`config.mk`:
```
export PLATFORM = sky130hd
export DESIGN_NAME = cmos_capture_gate
export DESIGN_NICKNAME = d
export VERILOG_FILES = /design/src/rtl/cmos_capture_gate.sv
export SDC_FILE = /design/constraint.sdc
export NUM_CORES = 1
export LEC_CHECK = 0
export CAP_MARGIN = 20
export CORE_AREA = 2 2 103 105
export CTS_BUF_LIST = sky130_fd_sc_hd__clkbuf_4 sky130_fd_sc_hd__clkbuf_8
export DETAILED_ROUTE_END_ITERATION = 10
export DIE_AREA = 0 0 105 107
export PLACE_DENSITY_LB_ADDON = 0.05
export RECOVER_POWER = 50
export SETUP_SLACK_MARGIN = 0.1
export SYNTH_ARGS = -nofsm -noshare
export SYNTH_HDL_FRONTEND = slang
export SYNTH_SLANG_ARGS = --single-unit
```
`constraint.sdc`:
```
create_clock -name clk -period 2.55 [get_ports clk]
set_input_delay 0.51 -clock clk [delete_from_list [all_inputs] [get_ports clk]]
set_output_delay 0.51 -clock clk [all_outputs]
set_load 0.01 [all_outputs]
```
`src/rtl/cmos_capture_gate.sv`:
```
// CMOS front end: registers the sensor bus, blanks the first FRAME_SKIP frames, measures frames per second.
// Latency 2 cycles, identical on vsync/href/data; free-running stream, no backpressure.
module cmos_capture_gate #(
   parameter int FRAME_SKIP = 10,
   parameter int CLK_FREQ   = 24_000_000
) (
   input  logic       clk,
   input  logic       rst_n,
   input  logic       image_in_vsync,
   input  logic       image_in_href,
   input  logic [7:0] image_in_data,
   output logic       image_out_vsync,
   output logic       image_out_href,
   output logic [7:0] image_out_data,
   output logic       frame_valid,
   output logic [7:0] cmos_fps_rate
);
   localparam logic [7:0]  SKIP    = 8'(FRAME_SKIP);
   localparam logic [31:0] SEC_MAX = 32'(CLK_FREQ - 1);

   logic        s1_vsync;
   logic        s1_href;
   logic [7:0]  s1_data;
   logic        s2_vsync;
   logic        s1_live;
   logic [7:0]  frame_cnt;
   logic [7:0]  win_cnt;
   logic [31:0] sec_cnt;
   logic        fall;
   logic        wrap;
   logic [8:0]  fps_sum;

   assign fall    = s2_vsync & ~s1_vsync;
   assign wrap    = (sec_cnt == SEC_MAX);
   assign fps_sum = {1'b0, win_cnt} + {8'd0, fall};

   always_ff @(posedge clk) begin
      if (!rst_n) begin
         s1_vsync        <= 1'b0;
         s1_href         <= 1'b0;
         s1_data         <= 8'd0;
         s2_vsync        <= 1'b0;
         s1_live         <= 1'b0;
         frame_cnt       <= 8'd0;
         frame_valid     <= 1'b0;
         image_out_vsync <= 1'b0;
         image_out_href  <= 1'b0;
         image_out_data  <= 8'd0;
      end else begin
         s1_vsync <= image_in_vsync;
         s1_href  <= image_in_href;
         s1_data  <= image_in_data;
         s2_vsync <= s1_vsync;
         s1_live  <= 1'b1;
         if (fall && frame_cnt != SKIP)
            frame_cnt <= frame_cnt + 8'd1;
         // s1 must hold a real sample before its low vsync may open the gate,
         // so a frame in flight at reset release is dropped rather than cut.
         if (frame_cnt == SKIP && s1_live && !s1_vsync)
            frame_valid <= 1'b1;
         if (frame_valid) begin
            image_out_vsync <= s1_vsync;
            image_out_href  <= s1_href;
            image_out_data  <= s1_data;
         end else begin
            image_out_vsync <= 1'b0;
            image_out_href  <= 1'b0;
            image_out_data  <= 8'd0;
         end
      end
   end

   always_ff @(posedge clk) begin
      if (!rst_n) begin
         sec_cnt       <= 32'd0;
         win_cnt       <= 8'd0;
         cmos_fps_rate <= 8'd0;
      end else if (wrap) begin
         // a frame ending on the wrap cycle belongs to the closing window
         sec_cnt       <= 32'd0;
         win_cnt       <= 8'd0;
         cmos_fps_rate <= fps_sum[8] ? 8'hFF : fps_sum[7:0];
      end else begin
         sec_cnt <= sec_cnt + 32'd1;
         if (fall && win_cnt != 8'hFF)
            win_cnt <= win_cnt + 8'd1;
      end
   end
endmodule
```
Yosys cells after proc, flatten, opt, wreduce, memory -nomap -nowiden:

Cells that the tools add are included.

* word-level logic and storage cells: 33
* flip-flop bits (word level): 79
* bits in writable memories: 0
* output and inout port bits: 19
* bits in latches: 0
* memories kept: 0
* memory bits (read-only): 0

* div/mod/pow operators: 0
* order comparisons: 0
* $add $sub $neg: 4
* $mul: 0
* multiplexer cells: 2
* reduce and logical (&&, ||, !) cells: 7
* equality and inequality tests: 4
* shifts and indexed selects: 0
* bitwise logic cells: 3

Operators with widths (number)
* $add 32x1->32 const B: 1
* $eq 32x25->1 const B: 1
* $add 8x1->8 const B: 2
* $add 8x1->9: 1
* $eq 8x4->1 const B: 1
* $mux 8: 1
* $ne 8x4->1 const B: 1
* $ne 8x8->1 const B: 1
* $logic_and 1x1->1: 4
* $not 1->1: 2
* $reduce_and 2->1: 1
* $reduce_or 2->1: 1
* $and 1x1->1: 1
* $logic_not 1->1: 1
* $mux 1: 1

Logic depth before layout (Yosys ltp):

Gate-level depths: netlist (run 1).

* depth in word-level cells: 4
* mapped depth: 8

Worst setup path after synthesis (run 1):

OpenSTA, ideal clock, no wires.

* path type: register to register
* start point: reg sec_cnt[0]
* end point: reg cmos_fps_rate[2]
* required time: 2479 ps
* slack: 613 ps
* library setup time: 71 ps
* stages on the path, launching flop included: 8
* path buffers: 2
* arrival time: 1866 ps
* path through: dfxtp_1 -> ha_1 -> and4_1 -> clkbuf_1 -> nand4_1 -> clkbuf_1 -> or4_1 -> a21oi_1

* word-level cells in the longest chain between the ends: 1

RTL lines
* start: declaration: RTL line 28 `logic [31:0] sec_cnt;`
* start signal: assignment: RTL line 84 `sec_cnt <= sec_cnt + 32'd1;`
* $eq 32x25->1: RTL line 34 `assign wrap = (sec_cnt == SEC_MAX);`
* end signal: assignment: RTL line 82 `cmos_fps_rate <= fps_sum[8] ? 8'hFF : fps_sum[7:0];`
* end: declaration: RTL line 16 `output logic [7:0] cmos_fps_rate`

No other way between the ends.
A chain may end at the register's enable or synchronous reset.

Worst setup path after layout (run 1):

* start point: reg sec_cnt[9]
* end point: reg cmos_fps_rate[7]

The elaborated chain is that of the path after synthesis.

==> results.md, run 1 <==
* Final ANT Viol Nets at 0
* Rel. slew slack at 0.413
* Setup tns final at 0 ns
* Slowest cell on crit path: or4_1
* Synth Cell Area at 3460 um^2
* Die height at 107 um
* Die area at 11200 um^2
* WP data arrival at 2.49 ns
* Hold Path Stages at 1
* Total track usage at 0.155
* Setup WS pre-CTS at 0.363 ns
* # IOs at 31
* Worst Hold Class: reg -> reg
* Yosys reg bits at 79
* Period utilisation layout at 0.868
* PwrDens at 531 nW/um^2
* Sink Count at 79
* Stages on worst setup path at 4
* Hpwl dp at 5610 um
* Die Wd at 105 um
* Crit. End Element: flip-flop
* RSZ-0062 raised after global routing: false
* CP top delay family: simple AND/OR/NAND/NOR gates
* Ant diodes at 0
* Buffer count from post-CTS setup fixing at 0
* Total power at 2.18 mW
* Met3 wire length at 323 um
* Synthesized instance count at 386
* Initial antenna violation count at 0
* Ys flop type: dfxtp_1
* Ys async rst share at 0
* Critical Path Source: sec_cnt[9]
* Leakage at 1.45 nW
* Final hold vios at 0
* Highest Signal Layer: met4
* Drt initial violations at 64
* R2R cell count at 4
* Largest net degree at the start of global routing at 32
* Worst-path clk slew at 0.08 ns
* Total CTS buffers at 9
* Reg2Reg Setup Slack at 0.34 ns
* Worst hold start: sec_cnt[0]
* Max FO, Critical Path at 12
* RePlAce Congestion at 0.795
* Max Cap Viol at 0
* Worst setup SP type: flip-flop
* CP Cell Sequence: nor4b_1, nand4_1, or4_1, a21oi_1
* Post-cts sizing count at 0
* Fmax at 0.452 GHz
* # DRC at 0
* Remaining global-route overflow at 0
* Global-route wire length before repair at 13800 um
* Yosys top cell by area: dfxtp_1
* Syn-to-layout area delta at 18.2%
* Worst-margin pin slew at 0.880 ns
* Reg-to-Reg Start: sec_cnt[9]
* Num rows at 37
* Min Tclk post-route at 2.21 ns
* PortBufs at 30
* Synth Area per Inst at 8.97 um^2
* Drt via density at 5.20
* Top cells by area, synth: dfxtp_1, a21oi_1, or4_1, nor2_1, and3_1
* Via count at 2889
* Setup CP Type: reg -> reg
* Final setup viols at 0
* Status: finished, final reports clean
* Post-layout util at 0.406
* Post-synth EDFFs at 0
* Synth cell types at 43
* H-tree depth at 3
* Root Buffer: clkbuf_8
* Max clock buf depth at 2
* Min Hold Slack at 0.466 ns
* Yosys warnings at 0
* Vias in the first global route at 2798
* Layout cells sized above 1 at 0.0714
* CTS tree: built
* Synth top area share at 0.457
* Max incr delay on CP at 0.69 ns
* Critical Path RT at 2.83 ns
* Setup ws final at 0.338 ns
* CTS Hold Bufs at 0
* Final Max Tran Viols at 0
* Post-synthesis sequential area ratio at 0.457
* Skew final at 0.00567 ns
* CP Buf/Inv Count at 0
* Synthesized Nets at 404
* Core ar. at 10100 um^2
* WL final at 8050 um
* Nets at 433
* Met1 WL at 3830 um
* Metal2 WL at 3800 um
* Routed WL per cell at 14.5 um
* Starting Density at 0.343
* Maximum VDD drop at 0.000297 V
* Clk_lat worst skew at 0.35 ns
* Drt first pass iters at 4
[sequential cells by signal (all words and copies together) (netlist names), 8 cells and up]
signal          count
win_cnt             8
cmos_fps_rate       8
s1_data             8
image_out_data      8
frame_cnt           8
sec_cnt            32
[worst reg2reg max path: cells and delay by family (launching register included)]
kind | cells | cell delay (ns)
AOI/OAI and AO/OA | 1 | 0.16
DFF | 1 | 0.38
and+or+nand+nor | 3 | 1.61
[synth_stat cells, types with 3 or more instances]
master	number
dfxtp_1	79
a21oi_1	33
nor2_1	32
and3_1	19
clkbuf_1	19
or4_1	18
nand4_1	17
nand2_1	16
nand3_1	16
and2_1	15
o21ai_0	14
o31ai_1	14
xnor2_1	13
xor2_1	12
inv_1	10
and4_1	7
ha_1	6
nor4_1	6
nor4b_1	4
o211ai_1	4
or3_1	4
o2111ai_1	3
[area by class of cell]
type / count / area [um^2]
well taps: 136 / 170
multi-input cells: 276 / 1770
inverters: 11 / 41.3
flip-flops and latches: 79 / 1580
clock buffers: 10 / 131
repair buffers: 38 / 357
clock inverters: 6 / 45.0
fillers: 1072 / 6000
[kinds of logic (layout without fill, tap and decap cells)]
family,count (synthesis),in the layout,synth area share
XOR/XNOR,25,25,0.0632
adder cells (fa/ha/maj),6,6,0.0217
AND/OR/NAND/NOR,164,164,0.277
buffers and inverters,31,65,0.0340
flip-flops,79,79,0.457
AO/OA/AOI/OAI,79,79,0.141
multiplexers,2,2,0.00578
[worst paths after layout]
path / end
hold / removal: sec_cnt[0]
setup / recovery: cmos_fps_rate[7]
hold reg to reg: sec_cnt[0]
setup reg to reg: cmos_fps_rate[7]
[cell usage in the layout (no fill, tap or decap), drive strengths merged, types with 12 or more instances in the layout]
| master | instances |
|---|---|
| clkdlybuf4s50 | 12 |
| nand3 | 16 |
| inv | 12 |
| nand4 | 18 |
| o31ai | 14 |
| and3 | 19 |
| nor2 | 32 |
| o21ai | 15 |
| or4 | 18 |
| nand2 | 17 |
| dlygate4sd3 | 18 |
| xor2 | 12 |
| a21oi | 33 |
| xnor2 | 13 |
| dfxtp | 79 |
| and2 | 15 |
[metrics by stage]
stage / instances / instance area (um^2)
detailed placement: 540 / 3920
global route: 556 / 4090
CTS: 556 / 4100
finish: 556 / 4090
floorplan: 386 / 3460
global placement: 540 / 3920
[power breakdown]
| group | switching, mW | total, mW | internal (mW) | leakage [nW] |
|---|---|---|---|---|
| logic | 0.0356 | 0.0689 | 0.0333 | 0.722 |
| clock network | 0.473 | 0.840 | 0.367 | 0.0823 |
| registers | 0.0147 | 1.27 | 1.25 | 0.641 |
[per-layer routing]
layer / GRT usage / up-vias
li1: - / 1480
met1: 0.188 / 1356
met2: 0.260 / 44
met3: 0.0438 / 9
met4: 0.0610 / 0
met5: 0 / -
No activity file was read; power rests on OpenSTA's default activity.
==> run 2: changes to the inputs <==
--- a/config.mk
+++ b/config.mk
@@ -7,7 +7,7 @@
 export LEC_CHECK = 0
 export CAP_MARGIN = 20
 export CORE_AREA = 2 2 103 105
-export CTS_BUF_LIST = sky130_fd_sc_hd__clkbuf_4 sky130_fd_sc_hd__clkbuf_8
+export CTS_BUF_LIST = sky130_fd_sc_hd__clkbuf_8
 export DETAILED_ROUTE_END_ITERATION = 10
 export DIE_AREA = 0 0 105 107
 export PLACE_DENSITY_LB_ADDON = 0.05
==> run 2 against run 1 <==
Cell count unchanged. Wire length stayed put. Hold slack did not move. Flip-flop and latch count is the same. Via count is the same. Utilization about the same. Clock-buffer cell count is 1 lower. First-iteration DRC count unchanged. Clock skew barely moved. Critical path depth stayed put. Sequential power hardly changed. Setup slack about the same.
==> results.md, run 2 (synthesis results as in run 1) <==
* Post-cts sizing count at 0 (unchanged)
* Worst-margin pin slew at 0.880 ns (unchanged)
* Top reg by flops: sec_cnt (unchanged)
* Largest net degree at the start of global routing at 32 (unchanged)
* WP data arrival at 2.49 ns (about the same)
* RePlAce Congestion at 0.795 (unchanged)
* Leakage at 1.45 nW (about the same)
* PortBufs at 30 (unchanged)
* Ant diodes at 0 (unchanged)
* Max FO, Critical Path at 12 (unchanged)
* Critical Path RT at 2.83 ns (about the same)
* Final hold vios at 0 (unchanged)
* Remaining global-route overflow at 0 (unchanged)
* Global-route wire length before repair at 13800 um (unchanged)
* CTS tree: built (unchanged)
* Status: finished, final reports clean (unchanged)
* Hpwl dp at 5610 um (unchanged)
* Worst Hold Class: reg -> reg (unchanged)
* Max Cap Viol at 0 (unchanged)
* Drt first pass iters at 4 (unchanged)
* CP Cell Sequence: nor4b_1, nand4_1, or4_1, a21oi_1 (unchanged)
* Worst setup SP type: flip-flop (unchanged)
* WL final at 8050 um (unchanged)
* Maximum VDD drop at 0.000297 V (about the same)
* Die area at 11200 um^2 (unchanged)
* Final setup viols at 0 (unchanged)
* Fmax at 0.452 GHz (unchanged)
* Layout cells sized above 1 at 0.0690 (was 0.0714)
* Starting Density at 0.343 (unchanged)
* Max incr delay on CP at 0.69 ns (about the same)
* Via count at 2889 (unchanged)
* RSZ-0062 raised after global routing: false (unchanged)
* Drt initial violations at 64 (unchanged)
* Final instance area at 4090 um^2 (about the same)
* PwrDens at 528 nW/um^2 (was 531 nW/um^2)
* Cell Count Post-Placement at 540 (unchanged)
* # fillers at 1073 (was 1072)
* # IOs at 31 (unchanged)
* Post-layout util at 0.405 (was 0.406)
* Syn-to-layout area delta at 18.1% (was 18.2%)
* Core ar. at 10100 um^2 (unchanged)
* Total power at 2.16 mW (was 2.18 mW)
* Total CTS buffers at 9 (unchanged)
* Max clock buf depth at 2 (unchanged)
* Num rows at 37 (unchanged)
* Die Wd at 105 um (unchanged)
* Commonest cells after routing, fill and taps aside: dfxtp_1, a21oi_1, nor2_1 (unchanged)
* Clk_lat worst skew at 0.35 ns (about the same)
* H-tree depth at 3 (unchanged)
* # DRC at 0 (unchanged)
* Total track usage at 0.155 (unchanged)
* Slowest cell on crit path: or4_1 (unchanged)
* Rel. slew slack at 0.413 (unchanged)
* Largest register FFs at 32 (unchanged)
* Leading cell type in the layout, fill and taps excluded: dfxtp_1 (unchanged)
* CP Buf/Inv Count at 0 (unchanged)
* CTS Hold Bufs at 0 (unchanged)
* Vias in the first global route at 2798 (unchanged)
* Setup tns final at 0 ns (unchanged)
* Routed WL per cell at 14.5 um (unchanged)
* Finished Layout Cells at 556 (unchanged)
* Root Buffer: clkbuf_8 (unchanged)
* Period utilisation layout at 0.868 (about the same)
* Skew final at 0.00567 ns (about the same)
* Setup CP Type: reg -> reg (unchanged)
* Drt via density at 5.20 (unchanged)
* Die height at 107 um (unchanged)
* Buffer count from post-CTS setup fixing at 0 (unchanged)
* Nets at 433 (unchanged)
* Placed cell areas at 3920 um^2 (unchanged)
* Min Tclk post-route at 2.21 ns (about the same)
* CP top delay family: simple AND/OR/NAND/NOR gates (unchanged)
* Crit. End Element: flip-flop (unchanged)
* Sink Count at 79 (unchanged)
* Initial antenna violation count at 0 (unchanged)
* Final ANT Viol Nets at 0 (unchanged)
* Final Max Tran Viols at 0 (unchanged)
* Worst-path clk slew at 0.08 ns (about the same)
==> run 2: cell count changes in the layout (fill, tap and decap cells not counted), sizes merged <==
cell / previous run / this run
inv: 12 / 13
clkbuf: 11 / 10
==> run 2: where the power goes <==
part	internal [mW]	leakage (nW)	switching (mW)
combinational	0.0333	0.722	0.0356
sequential	1.25	0.641	0.0147
clock	0.353	0.0830	0.473
total	1.64	1.45	0.524
==> run 2: final timing paths <==
| path | slack, ns | cells past startpoint | to | start |
|---|---|---|---|---|
| hold / removal | 0.47 | 1 | sec_cnt[0] | sec_cnt[0] |
| setup reg to reg | 0.34 | 4 | cmos_fps_rate[7] | sec_cnt[9] |
| setup / recovery | 0.34 | 4 | cmos_fps_rate[7] | sec_cnt[9] |
| hold reg to reg | 0.47 | 1 | sec_cnt[0] | sec_cnt[0] |
==> run 2: metal layers <==
layer / share of wire / GRT usage / routed length, um / vias to the layer above
li1: - / - / - / 1480
met1: 0.48 / 0.188 / 3830 / 1356
met2: 0.47 / 0.260 / 3800 / 44
met3: 0.040 / 0.0438 / 323 / 9
met4: 0.012 / 0.0610 / 93 / 0
met5: 0 / 0 / 0 / -
==> run 2: area by class of cell <==
class                   instances  area, um^2  share of cell area
flip-flops and latches         79        1580               0.387
repair buffers                 38         357              0.0872
multi-input cells             276        1770               0.432
well taps                     136         170              0.0416
clock inverters                 7        48.8              0.0119
clock buffers                   9         124              0.0303
inverters                      11        41.3              0.0101
==> run 2: stage by stage <==
step           hold WS [ns]  worst slack [ns]
2_1_floorplan         0.426             0.613
3_3_place_gp          0.441             0.246
3_5_place_dp          0.452             0.363
4_1_cts               0.471             0.339
5_1_grt               0.481             0.128
6_report              0.466             0.338
